$ cat config.mk
export PLATFORM = sky130hd
export DESIGN_NAME = bootrom_arbiter
export DESIGN_NICKNAME = d
export VERILOG_FILES = /design/src/rtl/bootrom_arb_pkg.sv /design/src/rtl/bootrom_rr_arb.sv /design/src/rtl/bootrom_arbiter.sv
export SDC_FILE = /design/constraint.sdc
export NUM_CORES = 1
export LEC_CHECK = 0
export CAP_MARGIN = 20
export CORE_AREA = 5 5 125 127
export CTS_CLUSTER_DIAMETER = 80
export DETAILED_ROUTE_END_ITERATION = 10
export DIE_AREA = 0 0 130 132
export GPL_TIMING_DRIVEN = 1
export PLACE_DENSITY = 0.6
export SYNTH_ARGS = -nofsm -noshare
export SYNTH_HDL_FRONTEND = slang
export SYNTH_HIERARCHICAL = 1
export SYNTH_SLANG_ARGS = --single-unit
$ cat constraint.sdc
create_clock -name clk_i -period 7.9 [get_ports clk_i]
set_clock_uncertainty 0.05 [all_clocks]
set_input_delay 1.58 -clock clk_i [delete_from_list [all_inputs] [get_ports clk_i]]
set_output_delay 1.58 -clock clk_i [all_outputs]
set_load 0.05 [all_outputs]
$ cat src/rtl/bootrom_arb_pkg.sv
// Shared types and helpers for the boot ROM arbiter: the in-flight tracking
// record and the ROM address range check.
package bootrom_arb_pkg;

    // Width of the requester id carried through the response pipe (up to 16 ports).
    localparam int unsigned ID_W = 4;

    // First ROM word index decoded by the arbiter; the ROM starts at byte address 0.
    localparam logic [60:0] ROM_BASE_WORD_IDX = 61'd0;

    // One in-flight access: response owed to port 'id', with 'err' for range misses.
    typedef struct packed {
        logic            valid;
        logic [ID_W-1:0] id;
        logic            err;
    } inflight_t;

    // True when the word index addr[63:3] falls inside [BASE, BASE + rom_words).
    // addr[2:0] is a byte offset within the word and does not take part.
    function automatic logic in_range(input logic [63:0] addr, input logic [60:0] rom_words);
        logic [61:0] off_v;
        off_v = {1'b0, addr[63:3]} - {1'b0, ROM_BASE_WORD_IDX};
        if (off_v[61]) begin
            return 1'b0;
        end else begin
            return (off_v[60:0] < rom_words);
        end
    endfunction

endpackage

$ cat src/rtl/bootrom_rr_arb.sv
// Parametric round-robin arbiter: picks the first requesting port at or after
// the pointer, wrapping around. Purely combinational; the pointer lives in
// the caller.
module bootrom_rr_arb #(
    parameter int NUM_REQ = 2,
    parameter int IDX_W   = 1
) (
    input  logic [NUM_REQ-1:0] req,
    input  logic [IDX_W-1:0]   ptr,
    output logic [NUM_REQ-1:0] gnt,
    output logic [IDX_W-1:0]   win_idx,
    output logic               valid
);

    int               ptr_s;
    int               cand_s;
    logic [IDX_W-1:0] cand_idx_s;

    // Scan ports starting at the pointer and grant the first requester found.
    always_comb begin
        gnt        = '0;
        win_idx    = '0;
        valid      = 1'b0;
        cand_s     = 0;
        cand_idx_s = '0;
        // An out-of-range pointer can only come from a corrupted register; restart at 0.
        if (int'(ptr) < NUM_REQ) begin
            ptr_s = int'(ptr);
        end else begin
            ptr_s = 0;
        end
        for (int i = 0; i < NUM_REQ; i++) begin
            cand_s = ptr_s + i;
            if (cand_s >= NUM_REQ) begin
                cand_s = cand_s - NUM_REQ;
            end else begin
                cand_s = cand_s;
            end
            cand_idx_s = IDX_W'(cand_s);
            if (!valid && req[cand_idx_s]) begin
                gnt[cand_idx_s] = 1'b1;
                win_idx         = cand_idx_s;
                valid           = 1'b1;
            end else begin
                valid = valid;
            end
        end
    end

endmodule

$ cat src/rtl/bootrom_arbiter.sv
// Boot ROM arbiter: shares the single-ported boot ROM between NUM_REQ
// requesters with same-cycle round-robin grants, a range check that turns
// misses into error responses, and a fixed-latency in-flight pipe that routes
// each response back to the port that was granted.
module bootrom_arbiter
    import bootrom_arb_pkg::*;
#(
    parameter int NUM_REQ   = 2,
    parameter int ADDR_W    = 64,
    parameter int DATA_W    = 64,
    parameter int ROM_WORDS = 1024,
    parameter int READ_LAT  = 1
) (
    input  logic                      clk_i,
    input  logic                      rst_ni,
    input  logic [NUM_REQ-1:0]        req_i,
    input  logic [NUM_REQ*ADDR_W-1:0] addr_i,
    output logic [NUM_REQ-1:0]        gnt_o,
    output logic [NUM_REQ-1:0]        rvalid_o,
    output logic                      rerr_o,
    output logic [DATA_W-1:0]         rdata_o,
    output logic                      rom_req_o,
    output logic [ADDR_W-1:0]         rom_addr_o,
    input  logic [DATA_W-1:0]         rom_rdata_i
);

    localparam int          IDX_W       = (NUM_REQ > 1) ? $clog2(NUM_REQ) : 1;
    localparam logic [60:0] ROM_WORDS_L = 61'(ROM_WORDS);

    logic [IDX_W-1:0]   ptr_r;
    logic [NUM_REQ-1:0] gnt_s;
    logic [IDX_W-1:0]   win_idx_s;
    logic               any_gnt_s;
    logic [ADDR_W-1:0]  win_addr_s;
    logic               win_in_range_s;
    inflight_t          new_entry_s;
    inflight_t          head_s;
    inflight_t          pipe_r [READ_LAT];

    bootrom_rr_arb #(
        .NUM_REQ (NUM_REQ),
        .IDX_W   (IDX_W)
    ) u_rr_arb (
        .req     (req_i),
        .ptr     (ptr_r),
        .gnt     (gnt_s),
        .win_idx (win_idx_s),
        .valid   (any_gnt_s)
    );

    // Select the granted port's address (grant is one-hot or zero).
    always_comb begin
        win_addr_s = '0;
        for (int p = 0; p < NUM_REQ; p++) begin
            if (gnt_s[p]) begin
                win_addr_s = addr_i[p*ADDR_W +: ADDR_W];
            end else begin
                win_addr_s = win_addr_s;
            end
        end
    end

    // Range-check the winner and drive the ROM strobe; misses never reach the ROM.
    always_comb begin
        win_in_range_s = in_range(64'(win_addr_s), ROM_WORDS_L);
        gnt_o          = gnt_s;
        if (any_gnt_s && win_in_range_s) begin
            rom_req_o  = 1'b1;
            rom_addr_o = win_addr_s;
        end else begin
            rom_req_o  = 1'b0;
            rom_addr_o = '0;
        end
    end

    // Advance the round-robin pointer past the winner; hold it when idle.
    always_ff @(posedge clk_i or negedge rst_ni) begin
        if (!rst_ni) begin
            ptr_r <= '0;
        end else if (any_gnt_s) begin
            if (win_idx_s == IDX_W'(NUM_REQ - 1)) begin
                ptr_r <= '0;
            end else begin
                ptr_r <= win_idx_s + IDX_W'(1);
            end
        end else begin
            ptr_r <= ptr_r;
        end
    end

    // Build the tracking record for this cycle's grant (empty when nothing granted).
    always_comb begin
        new_entry_s       = '0;
        new_entry_s.valid = any_gnt_s;
        new_entry_s.id    = ID_W'(win_idx_s);
        new_entry_s.err   = any_gnt_s & ~win_in_range_s;
    end

    // Shift the in-flight pipe every cycle so each record surfaces exactly READ_LAT later.
    always_ff @(posedge clk_i or negedge rst_ni) begin
        if (!rst_ni) begin
            for (int i = 0; i < READ_LAT; i++) begin
                pipe_r[i] <= '0;
            end
        end else begin
            pipe_r[0] <= new_entry_s;
            for (int i = 1; i < READ_LAT; i++) begin
                pipe_r[i] <= pipe_r[i-1];
            end
        end
    end

    // Route the oldest record to its port; data and error are zero outside a response.
    always_comb begin
        head_s   = pipe_r[READ_LAT-1];
        rvalid_o = '0;
        for (int p = 0; p < NUM_REQ; p++) begin
            if (head_s.valid && (head_s.id == ID_W'(p))) begin
                rvalid_o[p] = 1'b1;
            end else begin
                rvalid_o[p] = 1'b0;
            end
        end
        rerr_o = head_s.valid & head_s.err;
        if (head_s.valid && !head_s.err) begin
            rdata_o = rom_rdata_i;
        end else begin
            rdata_o = '0;
        end
    end

endmodule

Yosys cells after proc, flatten, opt, wreduce, memory -nomap -nowiden
Cells that the tools add are included.

storage, ports and cells
  input bits = 196
  flip-flop bits (word level) = 4
  word-level logic and storage cells = 53
  output and inout port bits = 134

operators by class
  magnitude comparators = 7
  bitwise operators = 4
  mux-type cells = 24
  add/subtract/negate cells = 4
  reduce and logical (&&, ||, !) cells = 10

operator list
  kind                  count
  $mux 64               4
  $lt 61x11->1 const B  1
  $mux 1                16
  $logic_and 1x1->1     7
  $logic_not 4->1       1
  $lt 1x2->1 const B    2
  $mux 2                2
  $add 1x1->2 const B   1
  $and 1x1->1           2
  $demux 1 s1           2
  $ge 1x1->1 const B    2
  $ge 1x2->1 const B    1
  $ge 2x2->1 const B    1
  $logic_not 1->1       2
  $or 2x2->2            1
  $sub 1x1->1 const B   2
  $add 1x1->1 const B   1
  $not 1->1             1

Longest topological paths before layout
Gate-level depths: netlist (run 1).

  depth after elaboration = 14
  depth in mapped cells = 7

Modules after synthesis
The synthesis (run 1) kept the hierarchy.

modules (own cells, without submodules)
  module           instances  cells an instance  area each (µm²)
  bootrom_arbiter  1          209                1,510.2
  bootrom_rr_arb   1          5                  32.5

Least setup slack after synthesis (run 1)
OpenSTA, ideal clock, no wires.

  path kind = input port to output port
  start point = input port req_i[1]
  end point = output port rom_addr_o[0]
  cell stages on the path = 5
  data arrival time = 5.159 ns
  slack = 1.111 ns
  required time = 6.270 ns
  cells stage by stage = a21boi_1 nor4b_4 nand4_2 o41a_1 nor4_1

between the ends
  longest elaborated chain between the ends = 11
  elaborated cells on any way between the ends = 16
  those cells by class = order compare: 1; mux: 11; bitwise: 1; reduce/logical: 3

ends and longest elaborated chain
  item                                        line                   source
  start, declared                             bootrom_arbiter.sv:16  input logic [NUM_REQ-1:0] req_i,
  $mux 1 (implied by the code) (2 in series)  bootrom_rr_arb.sv:40   if (!valid && req[cand_idx_s]) begin
  $mux 1                                      bootrom_rr_arb.sv:40
  $logic_not 1->1                             bootrom_rr_arb.sv:40
  $logic_and 1x1->1                           bootrom_rr_arb.sv:40
  $mux 2                                      bootrom_rr_arb.sv:40
  $mux 64 (2 in series)                       bootrom_arbiter.sv:55  if (gnt_s[p]) begin
  $lt 61x11->1                                bootrom_arb_pkg.sv:26  return (off_v[60:0] < rom_words);
  $logic_and 1x1->1                           bootrom_arbiter.sv:67  if (any_gnt_s && win_in_range_s) begin
  $mux 64 *                                   bootrom_arbiter.sv:67
  end, declared                               bootrom_arbiter.sv:23  output logic [ADDR_W-1:0] rom_addr_o,

Every way passes the cells marked *; elsewhere a longest branch is shown, timed or not. The select of a mux whose other input is x is not followed.

Worst setup path in the final report (run 1)
Same ends and word-level chain as after synthesis.

==> metrics, run 1 <==
number of enable-type register cells in the synthesized netlist 0; mux share of post-synthesis cell area 0; wire length per cell 14.4 um; row count 44; global-route usage over all layers 0.0991; #FFs+latches synth 4; Final TNS setup 0 ns; RR Endpoint head_s[0]; clock root buffer sky130_fd_sc_hd__clkbuf_16; largest net degree at the start of global routing 65; cell area power density 112 mW/mm2; Antenna Diode Count 0; top area cells in the synthesized netlist sky130_fd_sc_hd__and2_1 27%, sky130_fd_sc_hd__buf_4 25%, sky130_fd_sc_hd__nor4_1 11%, sky130_fd_sc_hd__nor4_2 7.3%, sky130_fd_sc_hd__dfrtp_1 6.5%; total via count in the routed design 2,493; reported leakage power 1.63 nW; post-route antenna net violation count 0; worst hold-check slack 0.478 ns; number of cells on the worst hold path 2; FF+latch area 100 um2; part of the Yosys area used for sequential elements 0.0649; DRC violations left 0; Yosys warning count 6; area used by multi-input combinational logic 0.00119 mm2; type of the worst min-delay path reg -> reg; floorplan die area 0.0172 mm2; synthesized-area fraction occupied by ao, oa, aoi and oai cells 0.112; number of setup buffers added after CTS 0; share of synthesized registers carrying an async set or reset 1.00; length in cells of the worst reg-to-reg path 7; Die Wd 130 um; combinational share of power 0.793; clock network fraction of total power 0.159; maximum operating frequency 150 MHz; design internal power 0.247 mW; most common flop cell mapped by yosys sky130_fd_sc_hd__dfrtp_1; total count of max-transition violations in the final report 0; total setup violations reported at the end of the flow 0; net count of the finished layout 681; RePlAce Congestion 0.801; Vert. Die Dim 132 um; biggest area consumer among synthesized cells sky130_fd_sc_hd__and2_1; status complete, no violations; Synth Instances 214; mean instance size in the synthesized netlist 7.21 um2; share of final-layout standard cells stronger than drive strength 1 0.0373; arithmetic-cell share of the synthesized area counting full adders, half adders and majority gates 0; number of buffers inserted by port buffering 278; share of the clock period used by the worst path 0.846; mapped cell area 0.00154 mm2; Rel. slew slack 0.395; Hold EP ptr_r; Worst Path Required 6.27 ns; initial drt markers 34; launching point of the worst reg2reg path ptr_r; TritonCTS Buffers 3; fraction of power consumed by sequential logic 0.048; slew of the pin with the lowest slew margin 0.905 ns; Clk pin slew, worst setup/hold paths 0.03 ns; hold buffer count at CTS 0; post-synthesis share of cell area spent on and, or, nand and nor gates 0.531; maximum number of buffers from clock root to sink 2; worst path arrival time 5.05 ns; count of pins on the block boundary 330; first-pass GRT wire length 13,800 um; count of different cell masters after synthesis 26; switch share 0.501; first-pass iteration count of the detailed router 2; vias per inst 3.74; Setup crit start kind primary input; aggregate routed wire length 9600 um; switching power total 0.248 mW; Max Cap Viol 0; clock tree from TritonCTS yes; area of the core 0.0143 mm2; most frequent cells in the layout 278 x sky130_fd_sc_hd__clkdlybuf4s50_1, 67 x sky130_fd_sc_hd__and2_1, 51 x sky130_fd_sc_hd__conb_1, 26 x sky130_fd_sc_hd__nor4_1, 13 x sky130_fd_sc_hd__a22oi_1; latest clock arrival within the worst-skew pair 0.22 ns; final period demand of the worst path 6.68 ns; RSZ-0062 raised after global routing no; Initial Util 0.108; maximum fanout encountered on the critical timing path 17; fraction of post-synthesis cell area in the top cell type by area 0.272; main combinational cell family by area after synthesis simple AND/OR/NAND/NOR gates; number of global-route vias before repair 2,747; Critical Path Sink Type output port; TritonCTS sink count 4; source of the worst hold timing path ptr_r; total congestion overflow 0; Layout area overhead 186%; most common cell after layout, fill and taps aside sky130_fd_sc_hd__clkdlybuf4s50_1; Critical Setup Path Class in -> out; fill cell instance count of the final layout 1,512; HPWL after detailed placement 8900 um; post-CTS resize count 0; worst supply voltage drop on vdd 0.0485 mV; setup slack on the worst flop-to-flop path 5.33 ns; xor/xnor cell area share of the yosys netlist 0; H-tree lvl count 1; number of hold violations in the final report 0; initial antenna violation count 0
[flip-flops by register name (all words and copies together) (netlist names)]
name,flops
head_s,3
ptr_r,1
[Yosys cell counts (3+ instances only)]
cell / number
sky130_fd_sc_hd__a21boi_1: 3
sky130_fd_sc_hd__a22oi_1: 13
sky130_fd_sc_hd__and2_1: 67
sky130_fd_sc_hd__buf_4: 51
sky130_fd_sc_hd__clkbuf_1: 10
sky130_fd_sc_hd__dfrtp_1: 4
sky130_fd_sc_hd__nand2_1: 3
sky130_fd_sc_hd__nand4_1: 4
sky130_fd_sc_hd__nor2b_1: 3
sky130_fd_sc_hd__nor3_1: 3
sky130_fd_sc_hd__nor4_1: 26
sky130_fd_sc_hd__nor4_2: 9
[worst max path at each step]
stage | from | end | slack [ns] | depth (start not counted)
floorplan | req_i[1] | rom_addr_o[0] | 1.11 | 5
global placement | req_i[1] | rom_addr_o[0] | 1.24 | 8
detailed placement | req_i[1] | rom_addr_o[0] | 1.21 | 8
CTS | req_i[1] | rom_addr_o[0] | 1.18 | 8
global route | req_i[1] | rom_addr_o[0] | 1.01 | 8
finish | req_i[1] | rom_addr_o[0] | 1.22 | 8
[layer usage]
layer	GRT usage	vias up	part of all wire
met4	0.0381	0	0.029
met1	0.102	1075	0.34
met5	0	-	0
li1	-	1192	-
met3	0.0276	21	0.13
met2	0.187	205	0.50
[worst max-delay path, stage by stage]
cell and delay (ns):
sky130_fd_sc_hd__clkdlybuf4s50_1 0.50, sky130_fd_sc_hd__a21boi_2 0.16, sky130_fd_sc_hd__buf_4 0.25, sky130_fd_sc_hd__nor4b_4 0.25, sky130_fd_sc_hd__nand4_2 0.14, sky130_fd_sc_hd__o41a_1 0.77, sky130_fd_sc_hd__nor4_1 0.49, sky130_fd_sc_hd__clkdlybuf4s50_1 0.89
[final cells by class]
| class | count | area share |
|---|---|---|
| flip-flops and latches | 4 | 0.0227 |
| inverters | 2 | 0.00170 |
| well taps | 184 | 0.0523 |
| multi-input cells | 194 | 0.271 |
| clock buffers | 3 | 0.0170 |
| repair buffers | 280 | 0.635 |
[stage by stage]
| stage | power [mW] | instance area (um2) | setup WS [ns] | std cells | utilization |
|---|---|---|---|---|---|
| 3_5_place_dp | 0.419 | 4330 | 1.21 | 664 | 0.303 |
| 2_1_floorplan | 0.264 | 1730 | 1.11 | 264 | - |
| 4_1_cts | 0.500 | 4410 | 1.18 | 667 | 0.308 |
| 6_report | 0.495 | 4410 | 1.22 | 667 | 0.308 |
| 5_1_grt | 0.517 | 4410 | 1.01 | 667 | 0.308 |
| 3_3_place_gp | 0.417 | 4330 | 1.24 | 664 | 0.303 |
[cells by family after synthesis]
| logic type | after synthesis |
|---|---|
| simple gates | 121 |
| other cells | 1 |
| buf+inv | 66 |
| compound gates | 22 |
| flops | 4 |
[power groups by stage]
stage	clock network (mW)	logic [mW]	registers, mW
2_1_floorplan	0	0.241	0.0235
3_3_place_gp	0	0.393	0.0241
3_5_place_dp	0	0.395	0.0241
4_1_cts	0.0800	0.396	0.0239
5_1_grt	0.0817	0.411	0.0241
6_report	0.0786	0.393	0.0239
Note: power is estimated with default switching activity, not from simulation.
==> inputs of run 2 (changes only) <==
- CORE_AREA: 5 5 125 127 -> 5 5 124 126
- DIE_AREA: 0 0 130 132 -> 0 0 129 131
- PLACE_DENSITY: 0.6 -> 0.62
- clock period: 7.9 -> 5.9 ns (I/O delays scaled with it)
==> metrics, run 2 (same netlist as run 1, synthesis figures left out) <==
Critical Path Sink Type output port; Slowest Stage Delay on Critical Path 0.74 ns; Initial Util 0.109; hold buffer count at CTS 0; latest clock arrival within the worst-skew pair 0.22 ns; aggregate routed wire length 9450 um; Setup crit start kind primary input; count of pins on the block boundary 330; H-tree lvl count 1; vias per inst 3.70; logic depth of the worst path, buffers included 8; Worst Path Required 4.67 ns; Rel. slew slack 0.362; total setup violations reported at the end of the flow 0; share of final-layout standard cells stronger than drive strength 1 0.0642; Clk pin slew, worst setup/hold paths 0.03 ns; slew of the pin with the lowest slew margin 0.955 ns; Vert. Die Dim 131 um; clock root buffer sky130_fd_sc_hd__clkbuf_16; wire length per cell 14.2 um; DRC violations left 0; Critical Setup Path Class in -> out; combinational share of power 0.795; maximum fanout encountered on the critical timing path 17; total congestion overflow 0; clock tree from TritonCTS yes; length in cells of the worst reg-to-reg path 7; maximum number of buffers from clock root to sink 2; max reg flops 3; launching point of the worst reg2reg path ptr_r; Final Power 0.675 mW; number of cells on the worst hold path 2; post-route antenna net violation count 0; area of the core 0.0142 mm2; setup slack on the worst flop-to-flop path 3.36 ns; HPWL after detailed placement 8800 um; Layout area overhead 194%; most common cell after layout, fill and taps aside sky130_fd_sc_hd__clkdlybuf4s50_1; reported leakage power 1.69 nW; Buffers & Inverters on Critical Path 3; CP top delay family simple AND/OR/NAND/NOR gates; row count 44; maximum operating frequency 189 MHz; status complete, no violations; RSZ-0062 raised after global routing no; number of buffers inserted by port buffering 278; global-route usage over all layers 0.0955; Antenna Diode Count 0; initial antenna violation count 0; Max Cap Viol 0; Area after DPL 0.00447 mm2; floorplan die area 0.0169 mm2; first-pass iteration count of the detailed router 4; initial drt markers 36; fraction of power consumed by sequential logic 0.048; net count of the finished layout 681; cell area power density 149 mW/mm2; number of hold violations in the final report 0; largest net degree at the start of global routing 65; number of setup buffers added after CTS 0; type of the worst min-delay path reg -> reg; switching power total 0.334 mW; TritonCTS Buffers 3; Hold EP ptr_r; worst path arrival time 4.06 ns; final period demand of the worst path 5.29 ns; Die Wd 129 um; switch share 0.494; total count of max-transition violations in the final report 0; clock network fraction of total power 0.157; total via count in the routed design 2,471; Max stage delay cell, worst path sky130_fd_sc_hd__o41a_1; Critical Path, Cell by Cell clkdlybuf4s50_1 > a21boi_1 > buf_4 > nor4b_4 > nand4_2 > o41a_1 > nor4_1 > buf_12; share of the clock period used by the worst path 0.897; final core utilization 0.320; number of global-route vias before repair 2,623; post-CTS resize count 0; first-pass GRT wire length 12,800 um; RePlAce Congestion 0.828; TritonCTS sink count 4; source of the worst hold timing path ptr_r; most frequent cells in the layout 264 x sky130_fd_sc_hd__clkdlybuf4s50_1, 67 x sky130_fd_sc_hd__and2_1, 51 x sky130_fd_sc_hd__conb_1, 26 x sky130_fd_sc_hd__nor4_1, 14 x sky130_fd_sc_hd__buf_12; design internal power 0.341 mW; fill cell instance count of the final layout 1,476; RR Endpoint head_s[0]; final non-filler cell area 0.00454 mm2; worst supply voltage drop on vdd 0.0864 mV
run 2: worst max path at each step:
stage / from / end / slack, ns
after floorplan: req_i[1] / rom_addr_o[0] / -0.09
after CTS: req_i[1] / rom_addr_o[2] / 0.58
after global routing: req_i[1] / rom_addr_o[2] / 0.45
after detailed placement: req_i[1] / rom_addr_o[2] / 0.61
after global placement: req_i[1] / rom_addr_o[3] / 0.67
final: req_i[1] / rom_addr_o[2] / 0.61
run 2: worst reg2reg max path: cells and delay by family, from the launching register on:
family / cells / cell delay, ns
AO/OA/AOI/OAI: 3 / 1.30
flip-flops: 1 / 0.37
AND/OR/NAND/NOR: 2 / 0.39
buffers and inverters: 2 / 0.32
run 2: layer usage:
metal / wire length [um] / part of all wire / vias up / GRT usage
met1: 2950 / 0.31 / 1085 / 0.0884
li1: - / - / 1190 / -
met2: 5130 / 0.54 / 194 / 0.198
met5: 0 / 0 / - / 0
met3: 1340 / 0.14 / 2 / 0.0390
met4: 34 / 0.0036 / 0 / 0.0117
run 2: power groups by stage:
stage                     clock (mW)  sequential (mW)  combinational (mW)
after floorplan                    0           0.0314               0.323
after CTS                      0.108           0.0323               0.542
after detailed placement           0           0.0325               0.541
after global routing           0.111           0.0325               0.563
after global placement             0           0.0326               0.537
final                          0.106           0.0324               0.536
run 2: per-stage QoR:
step | cells | setup WS (ns) | setup TNS, ns | hold slack, ns
after floorplan | 264 | -0.0892 | -0.357 | 0.425
after global placement | 664 | 0.667 | 0 | 0.482
after detailed placement | 664 | 0.613 | 0 | 0.466
after CTS | 667 | 0.583 | 0 | 0.472
after global routing | 667 | 0.446 | 0 | 0.534
final | 667 | 0.609 | 0 | 0.477
run 2: area by class of cell:
type | count | area, um2 | share of cell area
well taps | 184 | 230 | 0.0507
clock buffers | 3 | 75.1 | 0.0165
repair buffers | 280 | 2940 | 0.647
flip-flops and latches | 4 | 100 | 0.0220
multi-input cells | 194 | 1190 | 0.262
inverters | 2 | 7.51 | 0.00165
